### config.mk
export PLATFORM = sky130hd
export DESIGN_NAME = mem_arbiter
export DESIGN_NICKNAME = d
export VERILOG_FILES = /design/src/rtl/cpu_types_pkg.sv /design/src/rtl/mem_arbiter.sv
export SDC_FILE = /design/constraint.sdc
export NUM_CORES = 1
export LEC_CHECK = 0
export BUFFER_PORTS_ARGS = -buffer_cell sky130_fd_sc_hd__buf_4
export CAP_MARGIN = 20
export CORE_MARGIN = 4
export CORE_UTILIZATION = 25
export CTS_CLUSTER_SIZE = 40
export DETAILED_ROUTE_END_ITERATION = 10
export PLACE_DENSITY = 0.56
export SLEW_MARGIN = 20
export SYNTH_ARGS = -nofsm -noshare
export SYNTH_HDL_FRONTEND = slang
export SYNTH_SLANG_ARGS = --single-unit
### constraint.sdc
create_clock -name CLK -period 3.7 [get_ports CLK]
set_input_delay 0 -clock CLK [delete_from_list [all_inputs] [get_ports CLK]]
set_output_delay 0 -clock CLK [all_outputs]
set_load 0.05 [all_outputs]
### src/rtl/cpu_types_pkg.sv
// rtl/cpu_types_pkg.sv - shared CPU word type and memory arbiter enums
package cpu_types_pkg;

    typedef logic [31:0] word_t;

    typedef enum logic [1:0] {
        IDLE,
        IACC,
        DACC,
        ERR
    } arb_state_t;

    typedef enum logic {
        GNT_I,
        GNT_D
    } arb_grant_t;

endpackage

### src/rtl/mem_arbiter.sv
// rtl/mem_arbiter.sv - alternating-on-conflict arbiter for the shared memory port
module mem_arbiter
    import cpu_types_pkg::*;
#(
    parameter int TIMEOUT = 64
) (
    input  logic  CLK,
    input  logic  nRST,
    input  logic  iREN,
    input  word_t iaddr,
    input  logic  dREN,
    input  logic  dWEN,
    input  word_t daddr,
    input  word_t dstore,
    output logic  ihit,
    output word_t iload,
    output logic  dhit,
    output word_t dload,
    output logic  ramREN,
    output logic  ramWEN,
    output word_t ramaddr,
    output word_t ramstore,
    input  logic  ram_ack,
    input  word_t ramload,
    output logic  err
);

    localparam int CW = $clog2(TIMEOUT + 1);
    localparam logic [CW-1:0] TO_M1 = CW'(TIMEOUT - 1);

    arb_state_t     state_q, state_d;
    arb_grant_t     last_q, last_d;
    logic [CW-1:0]  cnt_q, cnt_d;
    word_t          addr_q, addr_d;
    word_t          wdata_q, wdata_d;
    logic           wr_q, wr_d;
    logic           ihit_q, ihit_d;
    logic           dhit_q, dhit_d;
    word_t          iload_q, iload_d;
    word_t          dload_q, dload_d;
    logic           el_i, el_d;

    // A requester in its hit cycle still presents the old address, so it sits out.
    assign el_i = iREN & ~ihit_q;
    assign el_d = (dREN | dWEN) & ~dhit_q;

    always_ff @(posedge CLK) begin
        if (!nRST) begin
            state_q <= IDLE;
            last_q  <= GNT_I;
            cnt_q   <= '0;
            addr_q  <= '0;
            wdata_q <= '0;
            wr_q    <= 1'b0;
            ihit_q  <= 1'b0;
            dhit_q  <= 1'b0;
            iload_q <= '0;
            dload_q <= '0;
        end else begin
            state_q <= state_d;
            last_q  <= last_d;
            cnt_q   <= cnt_d;
            addr_q  <= addr_d;
            wdata_q <= wdata_d;
            wr_q    <= wr_d;
            ihit_q  <= ihit_d;
            dhit_q  <= dhit_d;
            iload_q <= iload_d;
            dload_q <= dload_d;
        end
    end

    always_comb begin
        state_d = state_q;
        last_d  = last_q;
        cnt_d   = cnt_q;
        addr_d  = addr_q;
        wdata_d = wdata_q;
        wr_d    = wr_q;
        ihit_d  = 1'b0;
        dhit_d  = 1'b0;
        iload_d = iload_q;
        dload_d = dload_q;
        case (state_q)
            IDLE: begin
                if (el_i && (!el_d || last_q == GNT_D)) begin
                    state_d = IACC;
                    last_d  = GNT_I;
                    cnt_d   = '0;
                    addr_d  = iaddr;
                end else if (el_d) begin
                    state_d = DACC;
                    last_d  = GNT_D;
                    cnt_d   = '0;
                    addr_d  = daddr;
                    wdata_d = dstore;
                    wr_d    = dWEN;
                end
            end
            IACC: begin
                if (ram_ack) begin
                    iload_d = ramload;
                    ihit_d  = 1'b1;
                    state_d = IDLE;
                end else if (cnt_q == TO_M1) begin
                    state_d = ERR;
                end else begin
                    cnt_d = cnt_q + 1'b1;
                end
            end
            DACC: begin
                if (ram_ack) begin
                    if (!wr_q) begin
                        dload_d = ramload;
                    end
                    dhit_d  = 1'b1;
                    state_d = IDLE;
                end else if (cnt_q == TO_M1) begin
                    state_d = ERR;
                end else begin
                    cnt_d = cnt_q + 1'b1;
                end
            end
            ERR:     state_d = ERR;
            default: state_d = IDLE;
        endcase
    end

    always_comb begin
        ramREN = 1'b0;
        ramWEN = 1'b0;
        err    = 1'b0;
        case (state_q)
            IACC:    ramREN = 1'b1;
            DACC: begin
                ramWEN = wr_q;
                ramREN = ~wr_q;
            end
            ERR:     err = 1'b1;
            default: ;
        endcase
    end

    assign ihit     = ihit_q;
    assign dhit     = dhit_q;
    assign iload    = iload_q;
    assign dload    = dload_q;
    assign ramaddr  = addr_q;
    assign ramstore = wdata_q;

endmodule

==> summary.txt, run 1 <==
Initial antenna violation count: 0
Maximum number of pins on one net before global-route repair: 68
Peak Freq: 383.3 MHz
EDFF count, synth: 0
Setup bufs post-CTS: 0
Clk_skew: 0.01047 ns
Final hold violations: 0
Cell mode on critical path: inv_1
Post-synth top area share: 48.33%
Routed wire length: 20.47 mm
CTS Buf Count: 17
Setup_tns: 0 ns
Worst EP arrival: 2.96 ns
DIE HEIGHT: 160.8 um
Post-synth top area cell: dfxtp_1
Worst Setup Start Kind: register
Crit-path leading delay family: buffers and inverters
Worst-case clock buffer depth: 2
Final min period: 2.609 ns
GP Congestion: 0.7568
Initial detailed-routing violation count: 309
DIE AREA: 25870 um2
PostCTS Resize Cnt: 0
Ranking of synthesized cells by area: dfxtp_1, nand2_1, a21boi_0
Critical path required time: 4.05 ns
Synth Register Bits: 141
Worst setup EP type: register
Clock transition at the registers of the reported paths: 0.07 ns
Top_reg_cell synth: dfxtp_1
Seq/Total Area, Yosys: 48.33%
DR vias/cell: 4.417
Number of buffers added on ports: 266
Core Area: 22780 um2
Final Util: 43.67%
First-pass GRT wire length: 32.37 mm
Synthesized area: 5841 um2
CTS tree: done
Layout cells sized above 1: 33.68%
Critical path class: reg2reg
Final Max Slew Viols: 0
Cells after Synth: 687
Vias: 6117
Worst-path maximum fanout: 63
Min-Delay Path Class: in2reg
Antenna Cells: 0
Final period util: 70.51%
Die X: 160.8 um
Htree depth: 4
Area growth syn-to-layout: 70.31%
Slowest CP cell: dlygate4sd3_1
Yosys warns: 0
Pre-Repair DR Iteration Count: 4
WL/cell: 14.78 um
Worst r2r src: state_q[1]
GRT Util Overall: 15.35%
Final #Nets: 1199
Antenna Violating Nets Remaining: 0
Root Driver: clkbuf_16
Clk_lat worst skew: 0.42 ns
Slew @ Worst Pin: 0.9649 ns
Io pins: 267
Hold wc startpoint: nRST
Max rail drop VDD: 0.0003973 V
Worst slew margin: 35.47%
Pleak: 4.256 nW
DRC errors left: 0
Max incr delay on CP: 0.61 ns
RSZ-0062 raised after global routing: no
Yosys cell types: 47
Post-synthesis async set-or-reset flop share: 0%
Post-DP HPWL: 13.61 mm
Mean Syn Cell Area: 8.502 um2
Commonest non-fill, non-tap cell in the layout: buf_4
Endpoints failing setup: 0
Sink Count: 141
Site Rows: 55
Worst Setup SP: state_q[1]
Most frequent cells in the layout: buf_4, nand2_1, dfxtp_1
Syn_nets: 827
Hold buffer count at cts: 130
Number of global-route vias before repair: 6341
Status: finished clean
Crit-path cells: inv_1 > ha_1 > inv_1 > a21oi_4 > buf_4 > o21ai_0 > a31oi_1 > dlygate4sd3_1
Filler instances: 2218
Total gr overflow: 0
Starting Density: 25.64%
Pwr dens: 736.5 nW/um2
Buffers & Inverters on Critical Path: 4
Max-cap check violation count: 0
cells by family (layout without fill, tap and decap cells):
group           after synthesis  after routing  synth area share (%)
fa+ha+maj                     6              6                 1.285
mux                           1              1                0.1928
compound gates              192            192                 23.24
buf+inv                      59            444                 4.948
simple gates                288            288                 22.00
flops                       141            141                 48.33
synthesized netlist by cell type (all sizes together), types with 2 or more instances:
cell and number:
a211oi 2, a21boi 65, a21oi 2, a22o 2, a31o 3, a31oi 36
a41oi 2, and2 4, and3 3, buf 26, clkbuf 28, dfxtp 141
ha 6, inv 5, nand2 230, nand2b 3, nand3 34, nor2 3
nor2b 5, o211a 2, o211ai 2, o21a 3, o21ai 68
registers in the layout (all words and copies together), names as in the netlist:
name,flops
ramaddr,32
cnt_q,7
last_q,1
wr_q,1
dload,32
ihit,1
ramstore,32
state_q,2
iload,32
dhit,1
final cells by class:
class                           instances  area (um2)  area share, %
Timing Repair Buffer                  407        3393          34.11
Tap cell                              313       391.6          3.937
Clock buffer                           18       429.2          4.314
Inverter                                5       18.77         0.1887
Clock inverter                         14       152.6          1.535
Multi-Input combinational cell        487        2739          27.53
Sequential cell                       141        2823          28.38
metal layers:
metal	up-vias	track usage, %	wire [um]
met5	-	0	0
met4	0	5.739	442
met3	27	4.927	1649
met2	243	25.75	9444
met1	2773	18.39	8937
li1	3074	-	-
per-stage QoR:
step                      total power [W]  hold slack (ns)  area [um2]  worst slack (ns)  instances
after floorplan                  0.004387           0.1210        5841             2.082        687
after global placement           0.005342           0.2111        8064             1.478       1223
after detailed placement         0.005359           0.2161        8064             1.448       1223
after CTS                        0.007387           0.1033        9947             1.245       1385
after global routing             0.007724           0.1382        9947            0.8818       1385
final                            0.007326           0.1386        9947             1.091       1385
report_power, final:
| part | leakage (nW) | internal (W) | switching, W |
|---|---|---|---|
| sequential | 1.15 | 0.00189 | 0.000218 |
| clock | 0.275 | 0.000954 | 0.000753 |
| combinational | 2.83 | 0.00119 | 0.00232 |
worst reg2reg max path: cells and delay by family, from the launching register on:
| family | cells | cell delay, ns |
|---|---|---|
| compound gates | 3 | 0.63 |
| fa+ha+maj | 1 | 0.24 |
| buf+inv | 4 | 1.35 |
| flops | 1 | 0.34 |
final timing paths:
kind | depth (start not counted) | end | slack, ns
worst max-delay path | 8 | ramaddr[23] | 1.09
worst min-delay path | 3 | cnt_q[6] | 0.14
worst max register to register | 8 | ramaddr[23] | 1.09
worst min register to register | 2 | cnt_q[6] | 0.44
Power figures use the tool's default switching activity.
==> run 2, diff against run 1 <==
--- a/config.mk
+++ b/config.mk
@@ -11,7 +11,7 @@
 export CORE_UTILIZATION = 25
 export CTS_CLUSTER_SIZE = 40
 export DETAILED_ROUTE_END_ITERATION = 10
-export PLACE_DENSITY = 0.56
+export PLACE_DENSITY = 0.58
 export SLEW_MARGIN = 20
 export SYNTH_ARGS = -nofsm -noshare
 export SYNTH_HDL_FRONTEND = slang
==> constraint.sdc (replaced) <==
create_clock -name CLK -period 2.35 [get_ports CLK]
set_input_delay 0 -clock CLK [delete_from_list [all_inputs] [get_ports CLK]]
set_output_delay 0 -clock CLK [all_outputs]
set_load 0.05 [all_outputs]
==> summary.txt, run 2 (synthesized netlist as in run 1, its figures left out) <==
Status: finished clean
Number of global-route vias before repair: 6258
DIE HEIGHT: 160.8 um
Net Sw Power: 0.005204 W
First-pass GRT wire length: 32.63 mm
Final period util: 92.70%
Worst EP arrival: 2.54 ns
Power Internal: 0.006729 W
Area growth syn-to-layout: 72.79%
Final Util: 44.31%
RSZ-0062 raised after global routing: no
Max-cap check violation count: 0
Starting Density: 25.64%
Critical path class: in2reg
Final min period: 2.178 ns
GRT Util Overall: 15.36%
Maximum number of pins on one net before global-route repair: 116
Commonest non-fill, non-tap cell in the layout: buf_4
Root Driver: clkbuf_16
Worst slew margin: 54.60%
Pwr dens: 1182 nW/um2
Total gr overflow: 0
Buffers & Inverters on Critical Path: 4
Flop pwr share: 27.8%
Setup_tns: 0 ns
Max incr delay on CP: 0.56 ns
CTS tree: done
Antenna Violating Nets Remaining: 0
Die X: 160.8 um
Clock transition at the registers of the reported paths: 0.06 ns
Site Rows: 55
Worst-path maximum fanout: 24
Routed wire length: 20.47 mm
Endpoints failing setup: 0
Clk_lat worst skew: 0.42 ns
DRC errors left: 0
Vias: 6150
GP Congestion: 0.7884
Crit-path leading delay family: buffers and inverters
Worst-case clock buffer depth: 2
Antenna Cells: 0
Layout cells sized above 1: 34.04%
Sink Count: 141
Slew @ Worst Pin: 0.6788 ns
Number of buffers added on ports: 266
Crit-path cells: dlygate4sd3_1 > buf_4 > o21bai_4 > o21a_2 > buf_4 > nand2_1 > a31oi_1 > dlygate4sd3_1
Peak Freq: 459.0 MHz
Most frequent cells in the layout: buf_4, nand2_1, dfxtp_1
Critical path required time: 2.71 ns
Slowest CP cell: dlygate4sd3_1
Worst setup EP type: register
Clock power share: 23.9%
Pleak: 4.323 nW
Final Max Slew Viols: 0
Io pins: 267
Sw Ratio: 43.61%
Final #Nets: 1205
Max rail drop VDD: 0.0006966 V
CTS Buf Count: 17
WL/cell: 14.72 um
Htree depth: 4
Pre-Repair DR Iteration Count: 4
Initial antenna violation count: 0
Final hold violations: 0
Initial detailed-routing violation count: 289
Worst Setup Start Kind: input port
Clk_skew: 0.01165 ns
Core Area: 22780 um2
Comb pwr share: 48.3%
DR vias/cell: 4.421
Post-DP HPWL: 13.26 mm
Min-Delay Path Class: in2reg
DIE AREA: 25870 um2
[run 2: cell types whose count changed in the layout (fill, tap and decap cells not counted), sizes merged]
cell | previous run | this run
clkinv | 3 | 1
bufinv | 1 | 3
inv | 12 | 11
clkbuf | 18 | 20
buf | 277 | 282
[run 2: worst register-to-register path, cell delays in order, from the launching register on]
cell and delay (ns):
dfxtp_1 0.34, nor2b_2 0.22, o21a_2 0.53, buf_4 0.25, nand2_1 0.07, a31oi_1 0.16
dlygate4sd3_1 0.56
[run 2: what timing repair did]
item,CTS,global route
setup buffers,0,1
endpoints found under the setup margin,0,23
hold buffers,130,0
resized for setup,0,1
endpoints found under the hold margin,133,0
[run 2: worst paths after layout]
path	from	to	slack (ns)	cells past startpoint
setup / recovery	dWEN	ramaddr[26]	0.17	8
hold / removal	iREN	cnt_q[5]	0.14	4
setup reg to reg	ihit	ramaddr[26]	0.18	6
hold reg to reg	cnt_q[6]	cnt_q[6]	0.45	2
[run 2: cell type report]
type                    count  area [um2]
multi-input cells         487        2741
well taps                 313       391.6
flip-flops and latches    141        2823
inverters                   5       18.77
repair buffers            413        3506
clock buffers              19       432.9
clock inverters            13       178.9
fillers                  2215       12690
[run 2: power groups by stage]
stage               registers, W  logic, W  clock network, W
floorplan                0.00520   0.00171                 0
global placement         0.00335   0.00520                 0
detailed placement       0.00336   0.00520                 0
CTS                      0.00332   0.00565           0.00296
global route             0.00340   0.00615           0.00304
finish                   0.00332   0.00576           0.00285
[run 2: per-layer routing]
| metal | track usage [%] | share of wire [%] | up-vias |
|---|---|---|---|
| met5 | 0 | 0 | - |
| met4 | 4.653 | 1.7 | 0 |
| met3 | 5.748 | 7.9 | 21 |
| met2 | 25.77 | 48 | 204 |
| met1 | 18.34 | 43 | 2833 |
| li1 | - | - | 3092 |
[run 2: metrics by stage]
stage	hold slack [ns]	setup slack (ns)	power [W]	cell area [um2]	instances
2_1_floorplan	0.1210	0.7325	0.006908	5841	687
3_3_place_gp	0.2088	0.4509	0.008545	8144	1227
3_5_place_dp	0.2149	0.4225	0.008561	8144	1227
4_1_cts	0.1074	0.1738	0.01193	10060	1389
5_1_grt	0.1955	0.04181	0.01259	10090	1391
6_report	0.1352	0.1715	0.01193	10090	1391
==> run 3, diff against run 2 <==
--- a/config.mk
+++ b/config.mk
@@ -5,6 +5,7 @@
 export SDC_FILE = /design/constraint.sdc
 export NUM_CORES = 1
 export LEC_CHECK = 0
+export ABC_AREA = 0
 export BUFFER_PORTS_ARGS = -buffer_cell sky130_fd_sc_hd__buf_4
 export CAP_MARGIN = 20
 export CORE_MARGIN = 4
@@ -12,6 +13,7 @@
 export CTS_CLUSTER_SIZE = 40
 export DETAILED_ROUTE_END_ITERATION = 10
 export PLACE_DENSITY = 0.58
+export RECOVER_POWER = 25
 export SLEW_MARGIN = 20
 export SYNTH_ARGS = -nofsm -noshare
 export SYNTH_HDL_FRONTEND = slang
==> summary.txt, run 3 (synthesized netlist as in run 1, its figures left out) <==
Site Rows: 55
DR vias/cell: 4.422
Clk_lat worst skew: 0.42 ns
Most frequent cells in the layout: nand2_1, buf_4, dfxtp_1
Placed Cells: 1227
Buffers & Inverters on Critical Path: 4
Initial detailed-routing violation count: 264
Number of buffers added on ports: 266
Area growth syn-to-layout: 68.42%
CTS tree: done
Setup_tns: 0 ns
Power Internal: 0.006500 W
Root Driver: clkbuf_16
CTS Buf Count: 17
Min-Delay Path Class: in2reg
Net Sw Power: 0.005198 W
Crit-path leading delay family: buffers and inverters
Htree depth: 4
GRT Util Overall: 15.36%
Maximum number of pins on one net before global-route repair: 116
Final #Nets: 1205
Antenna Cells: 0
GP Congestion: 0.7884
Cell Count, Final, Fillers Out: 1391
Comb pwr share: 47.3%
Antenna Violating Nets Remaining: 0
Clock transition at the registers of the reported paths: 0.06 ns
DP Area: 8144 um2
Peak Freq: 458.3 MHz
Layout cells sized above 1: 27.74%
Slew @ Worst Pin: 0.7037 ns
Post-DP HPWL: 13.26 mm
Filler instances: 2275
Max-cap check violation count: 0
Final hold slack: 0.1374 ns
Number of global-route vias before repair: 6258
Final hold violations: 0
DIE AREA: 25870 um2
Max rail drop VDD: 0.0006835 V
WL/cell: 14.77 um
Initial antenna violation count: 0
Finished Cell Area: 9837 um2
Worst setup EP type: register
Flop pwr share: 28.3%
Worst slew margin: 53.29%
Status: finished clean
DIE HEIGHT: 160.8 um
Final min period: 2.182 ns
RSZ-0062 raised after global routing: no
Worst-case clock buffer depth: 2
Crit-path cells: dlygate4sd3_1 > buf_4 > o21bai_4 > o21a_2 > buf_4 > nand2_1 > a31oi_1 > dlygate4sd3_1
Clock power share: 24.3%
Pleak: 4.041 nW
Total gr overflow: 0
Core Area: 22780 um2
Commonest non-fill, non-tap cell in the layout: nand2_1
Starting Density: 25.64%
Io pins: 267
Final period util: 92.85%
First-pass GRT wire length: 32.63 mm
Worst Setup Start Kind: input port
Vias: 6151
Worst EP arrival: 2.54 ns
Sink Count: 141
Slowest CP cell: dlygate4sd3_1
Critical path class: in2reg
Endpoints failing setup: 0
Clk_skew: 0.01200 ns
Routed wire length: 20.55 mm
Final Max Slew Viols: 0
DRC errors left: 0
Die X: 160.8 um
Critical path required time: 2.71 ns
Sw Ratio: 44.43%
Worst-path maximum fanout: 24
Max incr delay on CP: 0.56 ns
Pwr dens: 1189 nW/um2
Pre-Repair DR Iteration Count: 5
[run 3: per-stage QoR]
stage | setup slack, ns | util (%) | total power (W)
floorplan | 0.7325 | - | 0.006908
global placement | 0.4509 | 35.75 | 0.008545
detailed placement | 0.4225 | 35.75 | 0.008561
CTS | 0.1738 | 44.15 | 0.01193
global route | 0.04181 | 43.19 | 0.01236
finish | 0.1681 | 43.19 | 0.01170
[run 3: power groups by stage]
| stage | Clock [W] | Combinational (W) | Sequential [W] |
|---|---|---|---|
| 2_1_floorplan | 0 | 0.00171 | 0.00520 |
| 6_report | 0.00284 | 0.00554 | 0.00331 |
| 3_3_place_gp | 0 | 0.00520 | 0.00335 |
| 3_5_place_dp | 0 | 0.00520 | 0.00336 |
| 5_1_grt | 0.00304 | 0.00593 | 0.00339 |
| 4_1_cts | 0.00296 | 0.00565 | 0.00332 |
[run 3: repair_timing]
item | in CTS | in global routing
setup endpoints to repair | 0 | 23
gates resized for setup | 0 | 1
hold endpoints to repair | 133 | 0
hold buffers | 130 | 0
buffers inserted | 0 | 1
[run 3: final cells by class]
class | count | area (um2) | share of cell area (%)
Inverter | 5 | 18.77 | 0.1908
Clock inverter | 13 | 178.9 | 1.819
Multi-Input combinational cell | 487 | 2741 | 27.87
Tap cell | 313 | 391.6 | 3.981
Timing Repair Buffer | 413 | 3251 | 33.05
Sequential cell | 141 | 2823 | 28.70
Clock buffer | 19 | 432.9 | 4.401
[run 3: final timing paths]
path / startpoint / to / slack (ns) / cells after the start
worst max register to register: ihit / ramaddr[26] / 0.18 / 6
worst min-delay path: iREN / cnt_q[5] / 0.14 / 4
worst min register to register: cnt_q[6] / cnt_q[6] / 0.45 / 2
worst max-delay path: dWEN / ramaddr[26] / 0.17 / 8
[run 3: tightest hold or removal path: cells and delay by family]
| family | cells | cell delay [ns] |
|---|---|---|
| simple gates | 1 | 0.08 |
| compound gates | 2 | 0.32 |
| buf+inv | 1 | 0.10 |
[run 3: per-layer routing]
metal | GRT usage [%] | share of wire (%) | up-vias
met5 | 0 | 0 | -
met4 | 4.653 | 1.7 | 0
met3 | 5.748 | 7.9 | 21
met2 | 25.77 | 47 | 215
met1 | 18.34 | 43 | 2824
li1 | - | - | 3091
